## config.mk

```make
export PLATFORM = sky130hd
export DESIGN_NAME = crossover
export DESIGN_NICKNAME = d
export VERILOG_FILES = /design/src/rtl/crossover.sv
export SDC_FILE = /design/constraint.sdc
export NUM_CORES = 1
export LEC_CHECK = 0
export BUFFER_PORTS_ARGS = -buffer_cell sky130_fd_sc_hd__buf_4
export CAP_MARGIN = 20
export CORE_ASPECT_RATIO = 1.4
export CORE_MARGIN = 2
export CORE_UTILIZATION = 55
export CTS_CLUSTER_DIAMETER = 150
export DETAILED_ROUTE_END_ITERATION = 12
export PLACE_DENSITY = 0.79
export SKIP_CTS_REPAIR_TIMING = 1
export SLEW_MARGIN = 30
export SYNTH_ARGS = -nofsm -noshare
export SYNTH_HDL_FRONTEND = slang
export SYNTH_SLANG_ARGS = --single-unit
```

## constraint.sdc

```tcl
create_clock -name clk -period 5.2 [get_ports clk]
set_input_delay 0.26 -clock clk [delete_from_list [all_inputs] [get_ports clk]]
set_output_delay 0.26 -clock clk [all_outputs]
set_load 0.005 [all_outputs]
```

## src/rtl/crossover.sv

```systemverilog
// Single-point crossover: swaps the low bits of two parent chromosomes below an LFSR-chosen cut.
// Latency: 1 cycle; a pair accepted in cycle N is presented with out_valid in cycle N+1.
// Backpressure: in_ready = !out_valid || out_ready; while stalled, outputs, LFSR and count hold.
//
// Ports:
//   clk, reset          rising-edge clock, synchronous active-low reset
//   parent1/2, in_valid  input pair and its valid; in_ready indicates acceptance
//   child1/2, out_valid  registered offspring pair; out_ready from downstream
//   crossed, cut_point   swap flag and cut (1..7, or 0 on pass-through) for the current pair
//   pair_count          pairs accepted since reset, wraps modulo 2^16
module crossover #(
   parameter logic [31:0] SEED       = 32'hA1EF_CDE5,
   parameter logic [8:0]  XOVER_RATE = 9'd217
) (
   input  logic              clk,
   input  logic              reset,
   input  logic signed [7:0] parent1,
   input  logic signed [7:0] parent2,
   input  logic              in_valid,
   output logic              in_ready,
   output logic signed [7:0] child1,
   output logic signed [7:0] child2,
   output logic              out_valid,
   input  logic              out_ready,
   output logic              crossed,
   output logic [2:0]        cut_point,
   output logic [15:0]       pair_count
);

   // An all-zero LFSR would lock up, so a zero seed is replaced by 1.
   localparam logic [31:0] SEED_EFF = (SEED == 32'd0) ? 32'd1 : SEED;

   logic [31:0] lfsr_q, lfsr_d;
   logic [7:0]  child1_q, child1_d;
   logic [7:0]  child2_q, child2_d;
   logic        out_valid_q, out_valid_d;
   logic        crossed_q, crossed_d;
   logic [2:0]  cut_q, cut_d;
   logic [15:0] count_q, count_d;

   logic        acc;
   logic        fb;
   logic        do_x;
   logic [2:0]  cut;
   logic [7:0]  mask;
   logic [7:0]  p1_bits, p2_bits;

   assign in_ready = !out_valid_q || out_ready;
   assign acc      = in_valid && in_ready;

   // Sign is irrelevant to crossover; work on raw bits.
   assign p1_bits = parent1;
   assign p2_bits = parent2;

   assign fb   = lfsr_q[31] ^ lfsr_q[21] ^ lfsr_q[1] ^ lfsr_q[0];
   assign do_x = {1'b0, lfsr_q[7:0]} < XOVER_RATE;
   // Raw value 7 folds onto cut 1, so cut 1 occurs twice as often as the others.
   assign cut  = (lfsr_q[10:8] % 3'd7) + 3'd1;
   assign mask = (8'h01 << cut) - 8'h01;

   always_comb begin
      lfsr_d      = lfsr_q;
      child1_d    = child1_q;
      child2_d    = child2_q;
      out_valid_d = out_valid_q;
      crossed_d   = crossed_q;
      cut_d       = cut_q;
      count_d     = count_q;
      if (acc) begin
         // The pre-step LFSR value decides this pair; the step takes effect for the next one.
         lfsr_d      = {lfsr_q[30:0], fb};
         out_valid_d = 1'b1;
         count_d     = count_q + 16'd1;
         if (do_x) begin
            child1_d  = (p1_bits & ~mask) | (p2_bits & mask);
            child2_d  = (p2_bits & ~mask) | (p1_bits & mask);
            crossed_d = 1'b1;
            cut_d     = cut;
         end else begin
            child1_d  = p1_bits;
            child2_d  = p2_bits;
            crossed_d = 1'b0;
            cut_d     = 3'd0;
         end
      end else if (out_ready) begin
         out_valid_d = 1'b0;
      end
   end

   always_ff @(posedge clk) begin
      if (!reset) begin
         lfsr_q      <= SEED_EFF;
         child1_q    <= 8'd0;
         child2_q    <= 8'd0;
         out_valid_q <= 1'b0;
         crossed_q   <= 1'b0;
         cut_q       <= 3'd0;
         count_q     <= 16'd0;
      end else begin
         lfsr_q      <= lfsr_d;
         child1_q    <= child1_d;
         child2_q    <= child2_d;
         out_valid_q <= out_valid_d;
         crossed_q   <= crossed_d;
         cut_q       <= cut_d;
         count_q     <= count_d;
      end
   end

   assign child1     = child1_q;
   assign child2     = child2_q;
   assign out_valid  = out_valid_q;
   assign crossed    = crossed_q;
   assign cut_point  = cut_q;
   assign pair_count = count_q;

endmodule

```

* After elaboration in Yosys (flattened, before gate mapping)
Index checks and enable logic that the tools add are counted.
** Word-level totals
- Bits of input ports :: 20
- Register bits after elaboration :: 69
** Cells by class
- Bitwise operators :: 10
- Shift operators :: 1
- Multiplexer cells :: 6
- Reduce and logical (&&, ||, !) cells :: 4
- Divide/modulo/power cells :: 1
- $add $sub $neg :: 3
- Magnitude comparators :: 1
** Operators by type and width (number)
- bitwise AND 8 bit :: 4
- adder 16 x 1 -> 16 bit, second input constant :: 1
- two-way mux 8 bit :: 2
- OR 8 bit :: 2
- less-than comparator 8 bit, second input constant :: 1
- inverter 8 bit :: 1
- left shift 1 x 3 -> 8 bit, first input constant :: 1
- subtractor 8 x 1 -> 8 bit, second input constant :: 1
- adder 3 x 1 -> 3 bit, second input constant :: 1
- remainder unit 3 x 3 -> 3 bit, second input constant :: 1
- two-way mux 1 bit :: 3
- two-way mux 3 bit :: 1
- XOR 1 bit :: 3
- nonzero test 2 bit :: 1
- logical AND 1 bit :: 1
- logical NOT 1 bit :: 1
- logical OR 1 bit :: 1

* Depth between registers and ports, before layout
Gate-level depths: netlist of run 1.
- Depth after elaboration :: 8
- Depth in mapped cells :: 15
- Gate-level depth less buffers :: 15

* Worst setup path before layout of run 1
Ideal clock, no wire load.
- Kind :: register to register
- From :: reg lfsr_q[9]
- To :: reg child1_q[6] (netlist: child1[6])
- Buffers on the path :: 0
- Slack :: 1.498 ns
- Cell stages (with the launch flop) :: 16
- Arrival time :: 3.566 ns
- Data required time :: 5.064 ns
- Cell sequence :: dfxtp_1 ha_1 ha_1 a21o_1 mux2i_4 inv_1 ha_1 nand2b_1 a21oi_1 nor2_1 nand3_1 ha_1 a211o_1 or2_1 a2111oi_0 a211oi_1
** Between the ends
- Word-level cells in the longest chain between the ends :: 8
- Elaborated cells between the ends (all ways) :: 9
- Those cells by class :: add/sub: 2; div: 1; shift: 1; mux: 1; bitwise: 4
** RTL lines
- start: declaration :: RTL line 33 : logic [31:0] lfsr_q, lfsr_d;
- start signal: assignment :: RTL line 100 : lfsr_q <= lfsr_d;
- remainder unit 3 x 3 -> 3 bit (*) :: RTL line 58 : assign cut = (lfsr_q[10:8] % 3'd7) + 3'd1;
- adder 3 x 1 -> 3 bit (*) :: RTL line 58
- left shift 1 x 3 -> 8 bit (*) :: RTL line 59 : assign mask = (8'h01 << cut) - 8'h01;
- subtractor 8 x 1 -> 8 bit (*) :: RTL line 59
- inverter 8 bit :: RTL line 75 : child1_d = (p1_bits & ~mask) | (p2_bits & mask);
- bitwise AND 8 bit :: RTL line 75
- OR 8 bit (*) :: RTL line 75
- two-way mux 8 bit (*) :: RTL line 74 : if (do_x) begin
- end signal: assignment :: RTL line 101 : child1_q <= child1_d;
- end: declaration :: RTL line 34 : logic [7:0] child1_q, child1_d;
Every way passes the cells marked *; elsewhere a longest branch is shown, timed or not.
A chain may end at the register's enable or synchronous reset.

* Worst setup path after layout of run 1
- From :: reg lfsr_q[8]
- To :: reg child2_q[6] (netlist: child2[6])
** Between the ends
- Word-level cells in the longest chain between the ends :: 8
- Elaborated cells between the ends (all ways) :: 9
- Those cells by class :: add/sub: 2; div: 1; shift: 1; mux: 1; bitwise: 4
** RTL lines
- remainder unit 3 x 3 -> 3 bit (*) :: RTL line 58
- adder 3 x 1 -> 3 bit (*) :: RTL line 58
- left shift 1 x 3 -> 8 bit (*) :: RTL line 59
- subtractor 8 x 1 -> 8 bit (*) :: RTL line 59
- inverter 8 bit :: RTL line 76 : child2_d = (p2_bits & ~mask) | (p1_bits & mask);
- bitwise AND 8 bit :: RTL line 76
- OR 8 bit (*) :: RTL line 76
- two-way mux 8 bit (*) :: RTL line 74
- end signal: assignment :: RTL line 102 : child2_q <= child2_d;
- end: declaration :: RTL line 35 : logic [7:0] child2_q, child2_d;
Marks and branches as above.

==> results.yml, run 1 <==
detailed_routing:
  first_iter_violations: 192
  ant_nets: 0
  drtPass1Iterations: 4
  drc: 0
  dr_total_vias: 2888
  via_per_inst: 5.74
  wirelength_um: 7000
  wire_per_inst_um: 13.9
synthesis:
  ys_seq_area_share_pct: 43.8
  synth_fp_nets: 410
  synth_ff_type: "dfxtp_1"
  synth_area_leader_cell: "dfxtp_1"
  syn_area_sq_um: 3150
  synthCells: 382
  synth_area_leaders: "dfxtp_1 44%, nand2_1 8.9%, a21oi_1 5.7%, nand3_1 3.8%, o21ai_0 3.8%"
  synth_top_area_share_pct: 43.8
  synth_edf_count: 0
  synth.avg_cell_area_sq_um: 8.25
  synth_warnings: 0
  synthDistinctLibCells: 45
  synth_seq_cells: 69
  synthArstFlopShare_pct: 0
power:
  leakage_nw: 1.60
  fin_total_pwr_w: 0.00138
  power.density_nw_per_um2: 360
  vdd_drop_max_uv: 222
clocking:
  clk_pin_slew_worst_paths_ns: 0.08
  cts_tree: "done"
  cts.path.max_buffers: 2
  cts_buffers: 9
  clockRootBuffer: "clkbuf_8"
  clk_latency_ns: 0.35
  cts_max_level: 3
  clkSinkCount: 69
floorplanning:
  row_count: 32
  core_area_sq_um: 5530
  dieArea_sq_um: 6360
  die_h_um: 93.6
  die_x_um: 68.0
  floorplan.initialDensity_pct: 57.0
  io_pins: 58
global_routing:
  grt_max_degree: 66
  grtUsageTotal_pct: 24.6
  grt_pass1_wl_um: 12100
  antenna_found_initial: 0
  grt_overflow: 0
  grt_pass1_vias: 2746
cells_and_area:
  diodes: 0
  areaGrowthSynthToFinish_pct: 21.4
  final_common_cell: "nand2_1"
  final_util_pct: 69.2
  final_cell_mix: "75 x nand2_1, 69 x dfxtp_1, 58 x buf_4"
  n_fill_cell: 489
  fin_nets: 459
  drive_gt1_share_pct: 19.3
timing:
  finalSetupTns_ns: 0
  layout_setup_ws_ns: 0.905
  finalHoldViolCount: 0
  drv_slew: 0
  worst_pin_slew_ns: 0.760
  maxSlewHeadroom_pct: 49.2
  fin_skew_ns: 0.0106
  rsz0062_at_grt: "false"
  fmax_mhz: 233
  setup_viol: 0
  hold_ws_ns: 0.186
  period_share_pct: 82.6
  fin_crit_ns: 4.30
setup_path:
  worstSetupPathType: "register to register"
  required_ns: 5.41
  cp.arrival_ns: 4.50
  startpoint_type: "register"
  cp-end-kind: "register"
  worst-path-max-fanout: 8
placed_design:
  portBuffers: 57
  routabilityCongestion: 0.873
  hpwlAfterDp_um: 4700
  place_ws_ns: 0.975
hold_path:
  min_path_type: "input port to register"
run:
  drv_cap: 0
outcome:
  outcome: "finished, final reports clean"
## path summary, 6_finish.rpt
kind | start | endpoint | slack [ns] | depth (start not counted)
worst max-delay path | lfsr_q[8] | child2[6] | 0.90 | 15
worst max register to register | lfsr_q[8] | child2[6] | 0.90 | 15
worst min register to register | lfsr_q[27] | lfsr_q[28] | 0.45 | 2
worst min-delay path | in_valid | out_valid | 0.19 | 3
## cell type report
cell class                      count  area, sq um  share of cell area [%]
Clock buffer                        9          124                    3.24
Clock inverter                      6          113                    2.94
Inverter                            9         36.3                   0.948
Multi-Input combinational cell    284         1650                    43.2
Sequential cell                    69         1380                    36.1
Tap cell                           68         85.1                    2.22
Timing Repair Buffer               58          435                    11.4
## per-stage QoR
| stage | instances | instance area [sq um] |
|---|---|---|
| detailed placement | 488 | 3590 |
| global placement | 488 | 3590 |
| CTS | 503 | 3830 |
| finish | 503 | 3830 |
| global route | 503 | 3830 |
| floorplan | 382 | 3150 |
## worst max-delay path: stages (launching register included)
cell	delay (ns)
dfxtp_1	0.52
ha_1	0.21
ha_1	0.28
a21o_1	0.22
mux2i_4	0.36
inv_1	0.15
ha_1	0.26
nand2b_1	0.12
a21oi_1	0.14
nor2_1	0.36
nand3_1	0.14
ha_1	0.27
a211o_1	0.32
or2_1	0.26
a2111oi_0	0.47
a211oi_1	0.08
## registers in the layout, indices dropped and copies added (netlist names)
register	flops
pair_count	16
child2	8
crossed	1
child1	8
cut_point	3
lfsr_q	32
out_valid	1
## cell families after synthesis
logic type                 count (synthesis)  share of synthesized area (%)
DFF                                       69                           43.8
xor gates and xnor gates                  10                           2.78
muxes                                     10                           3.97
and+or+nand+nor                          157                           22.4
buffers and inverters                     29                           3.77
AOI/OAI and AO/OA                         99                           20.0
adders and majority gates                  8                           3.18
## cell usage after synthesis, types with 2 or more instances
cell type   n
a21boi_0    3
and2_1      2
dfxtp_1    69
nand2b_1    4
o31ai_1     2
or3_1      12
a211oi_1   10
o32ai_1     2
a2111oi_0   2
mux2i_4     2
a21oi_1    36
clkbuf_1   15
xnor2_1     5
a31oi_1     3
nand3_1    24
a21o_1      3
o21ai_0    24
ha_1        8
mux2i_1     8
nand2_1    75
nand4_1     7
o211ai_1    2
nor2_1     22
inv_1       8
xor2_1      5
a311oi_1    2
nor3_1      6
buf_1       4
## where the power goes
| group | switching, W | internal [W] |
|---|---|---|
| combinational | 0.000150 | 0.000117 |
| clock | 0.000202 | 0.000317 |
| sequential | 0.0000255 | 0.000565 |
| total | 0.000377 | 0.000999 |
## layer usage
layer  vias to the layer above  routed length (um)  GRT usage (%)
li1                       1444                   -              -
met1                      1365                3030           30.4
met2                        67                3480           39.7
met3                        12                 356           5.17
met4                         0                 137           12.3
met5                         -                   0              0
No activity file was read; power rests on OpenSTA's default activity.
==> inputs of run 2 (changes only) <==
- CORE_UTILIZATION: 55 -> 50
- PLACE_DENSITY: 0.79 -> 0.76
- clock period: 5.2 -> 3.5 ns (I/O delays scaled with it)
==> results.yml, run 2 (synthesis results as in run 1) <==
floorplanning:
  io_pins: 58
  die_h_um: 97.9
  core_area_sq_um: 6170
  dieArea_sq_um: 6960
  die_x_um: 71.1
  row_count: 34
  floorplan.initialDensity_pct: 51.1
setup_path:
  critPathLaunch: "lfsr_q[9]"
  startpoint_type: "register"
  cpPeakStageDelay_ns: 0.38
  regToRegSetupSlack_ns: 0.22
  crit_slowest_cell: "dfxtp_4"
  worst-path-max-fanout: 7
  reg2reg_to: "child1[6]"
  rr_worst_depth: 16
  critPathBufInv: 2
  rr_startpoint: "lfsr_q[9]"
  cp.arrival_ns: 3.51
  worst-path-stages: 16
  required_ns: 3.72
  worst_path_dominant_cell_family: "simple AND/OR/NAND/NOR gates"
  crit_path_end: "child1[6]"
  worstSetupPathType: "register to register"
  path_cells: "ha_1 -> ha_2 -> buf_4 -> nor2_2 -> mux2i_4 -> inv_4 -> ha_1 -> nand2b_1 -> a21oi_1 -> nor2_2 -> nand3_1 -> ha_2 -> a211o_1 -> or2_4 -> a2111oi_4 -> a211oi_1"
  cp-end-kind: "register"
placed_design:
  dpl_cell_area_sq_um: 3670
  portBuffers: 57
  hpwlAfterDp_um: 4890
  dp_cells: 501
  place_ws_ns: 0.0322
  routabilityCongestion: 0.842
clocking:
  clkSinkCount: 69
  clk_latency_ns: 0.34
  cts_buffers: 9
  cts.path.max_buffers: 2
  cts_max_level: 3
  clockRootBuffer: "clkbuf_8"
  cts_tree: "done"
  clk_pin_slew_worst_paths_ns: 0.07
detailed_routing:
  wirelength_um: 7010
  via_per_inst: 5.73
  wire_per_inst_um: 13.6
  drc: 0
  dr_total_vias: 2964
  first_iter_violations: 185
  ant_nets: 0
  drtPass1Iterations: 4
timing:
  period_share_pct: 93.8
  fmax_mhz: 305
  worst_pin_slew_ns: 0.843
  maxSlewHeadroom_pct: 43.6
  finalHoldViolCount: 0
  setup_viol: 0
  drv_slew: 0
  fin_crit_ns: 3.28
  layout_setup_ws_ns: 0.216
  fin_skew_ns: 0.00612
  rsz0062_at_grt: "false"
global_routing:
  met1_usage_pct: 26.0
  grt_pass1_vias: 2667
  grt_max_degree: 66
  use_met3_pct: 2.99
  grtUsageTotal_pct: 20.7
  met2_usage_pct: 34.5
  busiest_layer: "met2"
  grt_overflow: 0
  grt_pass1_wl_um: 11800
  antenna_found_initial: 0
cells_and_area:
  final_common_cell: "nand2_1"
  fin_area_sq_um: 3960
  largest_register: "lfsr_q"
  drive_gt1_share_pct: 22.9
  fin_nets: 469
  n_fill_cell: 520
  stdcell_count: 517
  largest_register_ffs: 32
  final_util_pct: 64.3
  final_cell_mix: "75 x nand2_1, 68 x dfxtp_1, 68 x buf_4"
  areaGrowthSynthToFinish_pct: 25.8
  diodes: 0
power:
  vdd_drop_max_uv: 383
  fin_total_pwr_w: 0.00209
  power.density_nw_per_um2: 528
  leakage_nw: 1.64
hold_path:
  min_path_type: "input port to register"
outcome:
  outcome: "finished, final reports clean"
run:
  drv_cap: 0
-- run 2: cell count changes in the layout (fill, tap and decap cells not counted), sizes merged --
cell / delta
buf: +10
clkinvlp: +1
clkinv: -2
inv: +1
-- run 2: per-stage QoR --
step	hold WS (ns)	setup TNS, ns
after floorplan	0.304	-0.00296
after global placement	0.434	0
after detailed placement	0.443	0
after CTS	0.0916	0
after global routing	0.118	0
final	0.102	0
-- run 2: how the worst min path moves through the flow --
stage	startpoint	end	slack, ns	cells past startpoint
6_report	in_valid	out_valid	0.10	3
5_1_grt	parent1[1]	child2[1]	0.12	3
4_1_cts	in_valid	out_valid	0.09	3
3_5_place_dp	lfsr_q[26]	lfsr_q[27]	0.44	2
3_3_place_gp	lfsr_q[25]	lfsr_q[26]	0.43	2
2_1_floorplan	in_valid	out_valid	0.30	2
-- run 2: area by class of cell --
type | instances | area (sq um) | share of cell area, %
inverter | 9 | 36.3 | 0.915
tap | 72 | 90.1 | 2.27
multi-input combinational | 284 | 1710 | 43.1
sequential | 69 | 1390 | 34.9
timing repair buffer | 68 | 510 | 12.9
clock buffer | 9 | 124 | 3.13
clock inverter | 6 | 111 | 2.81
-- run 2: tightest hold or removal path: cells and delay by family --
family / cells / cell delay (ns)
AOI/OAI and AO/OA: 1 / 0.05
buffers and inverters: 2 / 0.18
-- run 2: metal layers --
layer / wire [um] / share of wire (%) / vias to the layer above
met3: 322 / 4.6 / 14
met2: 3380 / 48 / 78
li1: - / - / 1472
met5: 0 / 0 / -
met1: 3140 / 45 / 1400
met4: 167 / 2.4 / 0
-- run 2: power by group --
group / total (W) / internal (W) / switching (W)
combinational: 0.000445 / 0.000204 / 0.000242
sequential: 0.000876 / 0.000840 / 0.0000364
clock: 0.000771 / 0.000470 / 0.000301
total: 0.00209 / 0.00151 / 0.000579
==> inputs of run 3 (changes only) <==
- CORE_UTILIZATION: 50 -> 55
- CTS_CLUSTER_DIAMETER: 150 -> not set
- MAX_ROUTING_LAYER: not set -> met4
- PLACE_DENSITY: 0.76 -> 0.79
- clock period: 3.5 -> 3.55 ns (I/O delays scaled with it)
==> results.yml, run 3 (synthesis results as in run 1) <==
detailed_routing:
  dr_total_vias: 2874
  drc: 0
  wirelength_um: 6990
  wire_per_inst_um: 13.7
  ant_nets: 0
  drtPass1Iterations: 4
  via_per_inst: 5.64
  first_iter_violations: 122
cells_and_area:
  stdcell_count: 510
  multiInputGateArea_sq_um: 1690
  n_fill_cell: 457
  fin_nets: 465
  regArea_sq_um: 1380
  diodes: 0
  fin_area_sq_um: 3870
  drive_gt1_share_pct: 22.4
  final_cell_mix: "75 x nand2_1, 68 x dfxtp_1, 64 x buf_4"
  areaGrowthSynthToFinish_pct: 23.0
  largest_register_ffs: 32
  largest_register: "lfsr_q"
  final_common_cell: "nand2_1"
placed_design:
  hpwlAfterDp_um: 4680
  portBuffers: 57
  dpl_cell_area_sq_um: 3640
  place_ws_ns: -0.0404
  routabilityCongestion: 0.914
  dp_cells: 494
power:
  leakage_nw: 1.60
  vdd_drop_max_uv: 348
  share_comb_of_total_power_pct: 22.1
  power.density_nw_per_um2: 497
  fin_total_pwr_w: 0.00193
  swShare_pct: 30.1
  power_frac_clock_pct: 33.1
  seqPwrFrac_pct: 44.9
  p_int_w: 0.00135
  switchingPower_w: 0.000579
global_routing:
  met2_usage_pct: 39.3
  use_met3_pct: 4.69
  grtUsageTotal_pct: 25.1
  grt_max_degree: 66
  busiest_layer: "met2"
  grt_pass1_wl_um: 11900
  antenna_found_initial: 0
  grt_pass1_vias: 2731
  grt_overflow: 0
  met1_usage_pct: 29.1
clocking:
  cts_tree: "done"
  cts_buffers: 9
  clk_latency_ns: 0.35
  clk_pin_slew_worst_paths_ns: 0.08
  cts.path.max_buffers: 2
  cts_max_level: 3
  clkSinkCount: 69
  clockRootBuffer: "clkbuf_8"
setup_path:
  rr_startpoint: "lfsr_q[9]"
  crit_slowest_cell: "dfxtp_2"
  worst-path-max-fanout: 7
  critPathLaunch: "lfsr_q[9]"
  regToRegSetupSlack_ns: 0.18
  cpPeakStageDelay_ns: 0.37
  cp-end-kind: "register"
  reg2reg_to: "child1[6]"
  worstSetupPathType: "register to register"
  crit_top_cell: "ha_2"
  path_cells: "ha_1 -> ha_4 -> a21o_4 -> mux2i_4 -> inv_2 -> ha_2 -> nand2b_1 -> a21oi_1 -> nor2_2 -> nand3_1 -> ha_2 -> a211o_1 -> or2_1 -> a2111oi_2 -> a211oi_1"
  rr_worst_depth: 15
  cp.arrival_ns: 3.60
  required_ns: 3.78
  startpoint_type: "register"
floorplanning:
  die_x_um: 68.0
  io_pins: 58
  core_area_sq_um: 5530
  die_h_um: 93.6
  dieArea_sq_um: 6360
  row_count: 32
  floorplan.initialDensity_pct: 57.0
timing:
  layout_setup_ws_ns: 0.176
  fin_crit_ns: 3.37
  fin_skew_ns: 0.00840
  period_share_pct: 95.0
  setup_viol: 0
  worst_pin_slew_ns: 0.904
  finalHoldViolCount: 0
  drv_slew: 0
  fmax_mhz: 296
  maxSlewHeadroom_pct: 39.7
hold_path:
  min_path_type: "input port to register"
  hold_path_depth: 3
  whs_endpoint: "out_valid"
  hold_start: "in_valid"
run:
  drv_cap: 0
outcome:
  outcome: "finished, final reports clean"
[run 3: cell types whose count changed in the layout (fill, tap and decap cells not counted), sizes merged]
cell / delta
buf: -4
bufinv: -2
clkinv: +3
[run 3: worst max-delay path by stage]
stage                end
6_report       child1[6]
5_1_grt        child2[6]
4_1_cts        child2[6]
2_1_floorplan  child1[6]
3_5_place_dp   child2[6]
3_3_place_gp   child1[6]
[run 3: worst max-delay path, delay by kind of cell (launching register included)]
kind | cells | cell delay [ns]
AO/OA/AOI/OAI | 5 | 1.04
adder cells (fa/ha/maj) | 4 | 0.87
AND/OR/NAND/NOR | 4 | 0.69
flip-flops | 1 | 0.37
multiplexers | 1 | 0.19
buffers and inverters | 1 | 0.10
[run 3: stage by stage]
step	hold WS, ns	utilization, %	setup TNS (ns)
global placement	0.439	65.9	0
detailed placement	0.447	65.9	-0.0627
finish	0.0891	70.1	0
CTS	0.0730	69.5	-0.0961
floorplan	0.307	-	0
global route	0.0866	70.1	-0.0547
[run 3: per-layer routing]
layer  wire (um)  part of all wire [%]
met3         304                   4.4
met1        3150                    45
met4         210                   3.0
met2        3320                    48
met5           0                     0
[run 3: final cells by class]
cell class | instances | area share, %
Multi-Input combinational cell | 284 | 43.7
Sequential cell | 69 | 35.7
Timing Repair Buffer | 64 | 12.4
Clock buffer | 9 | 3.20
Tap cell | 68 | 2.20
Clock inverter | 7 | 1.91
Inverter | 9 | 0.937
[run 3: power by group through the flow]
stage	registers [W]	logic, W	clock network (W)
2_1_floorplan	0.000877	0.000277	0
3_3_place_gp	0.000879	0.000397	0
3_5_place_dp	0.000881	0.000407	0
4_1_cts	0.000863	0.000412	0.000651
5_1_grt	0.000871	0.000477	0.000674
6_report	0.000864	0.000424	0.000636
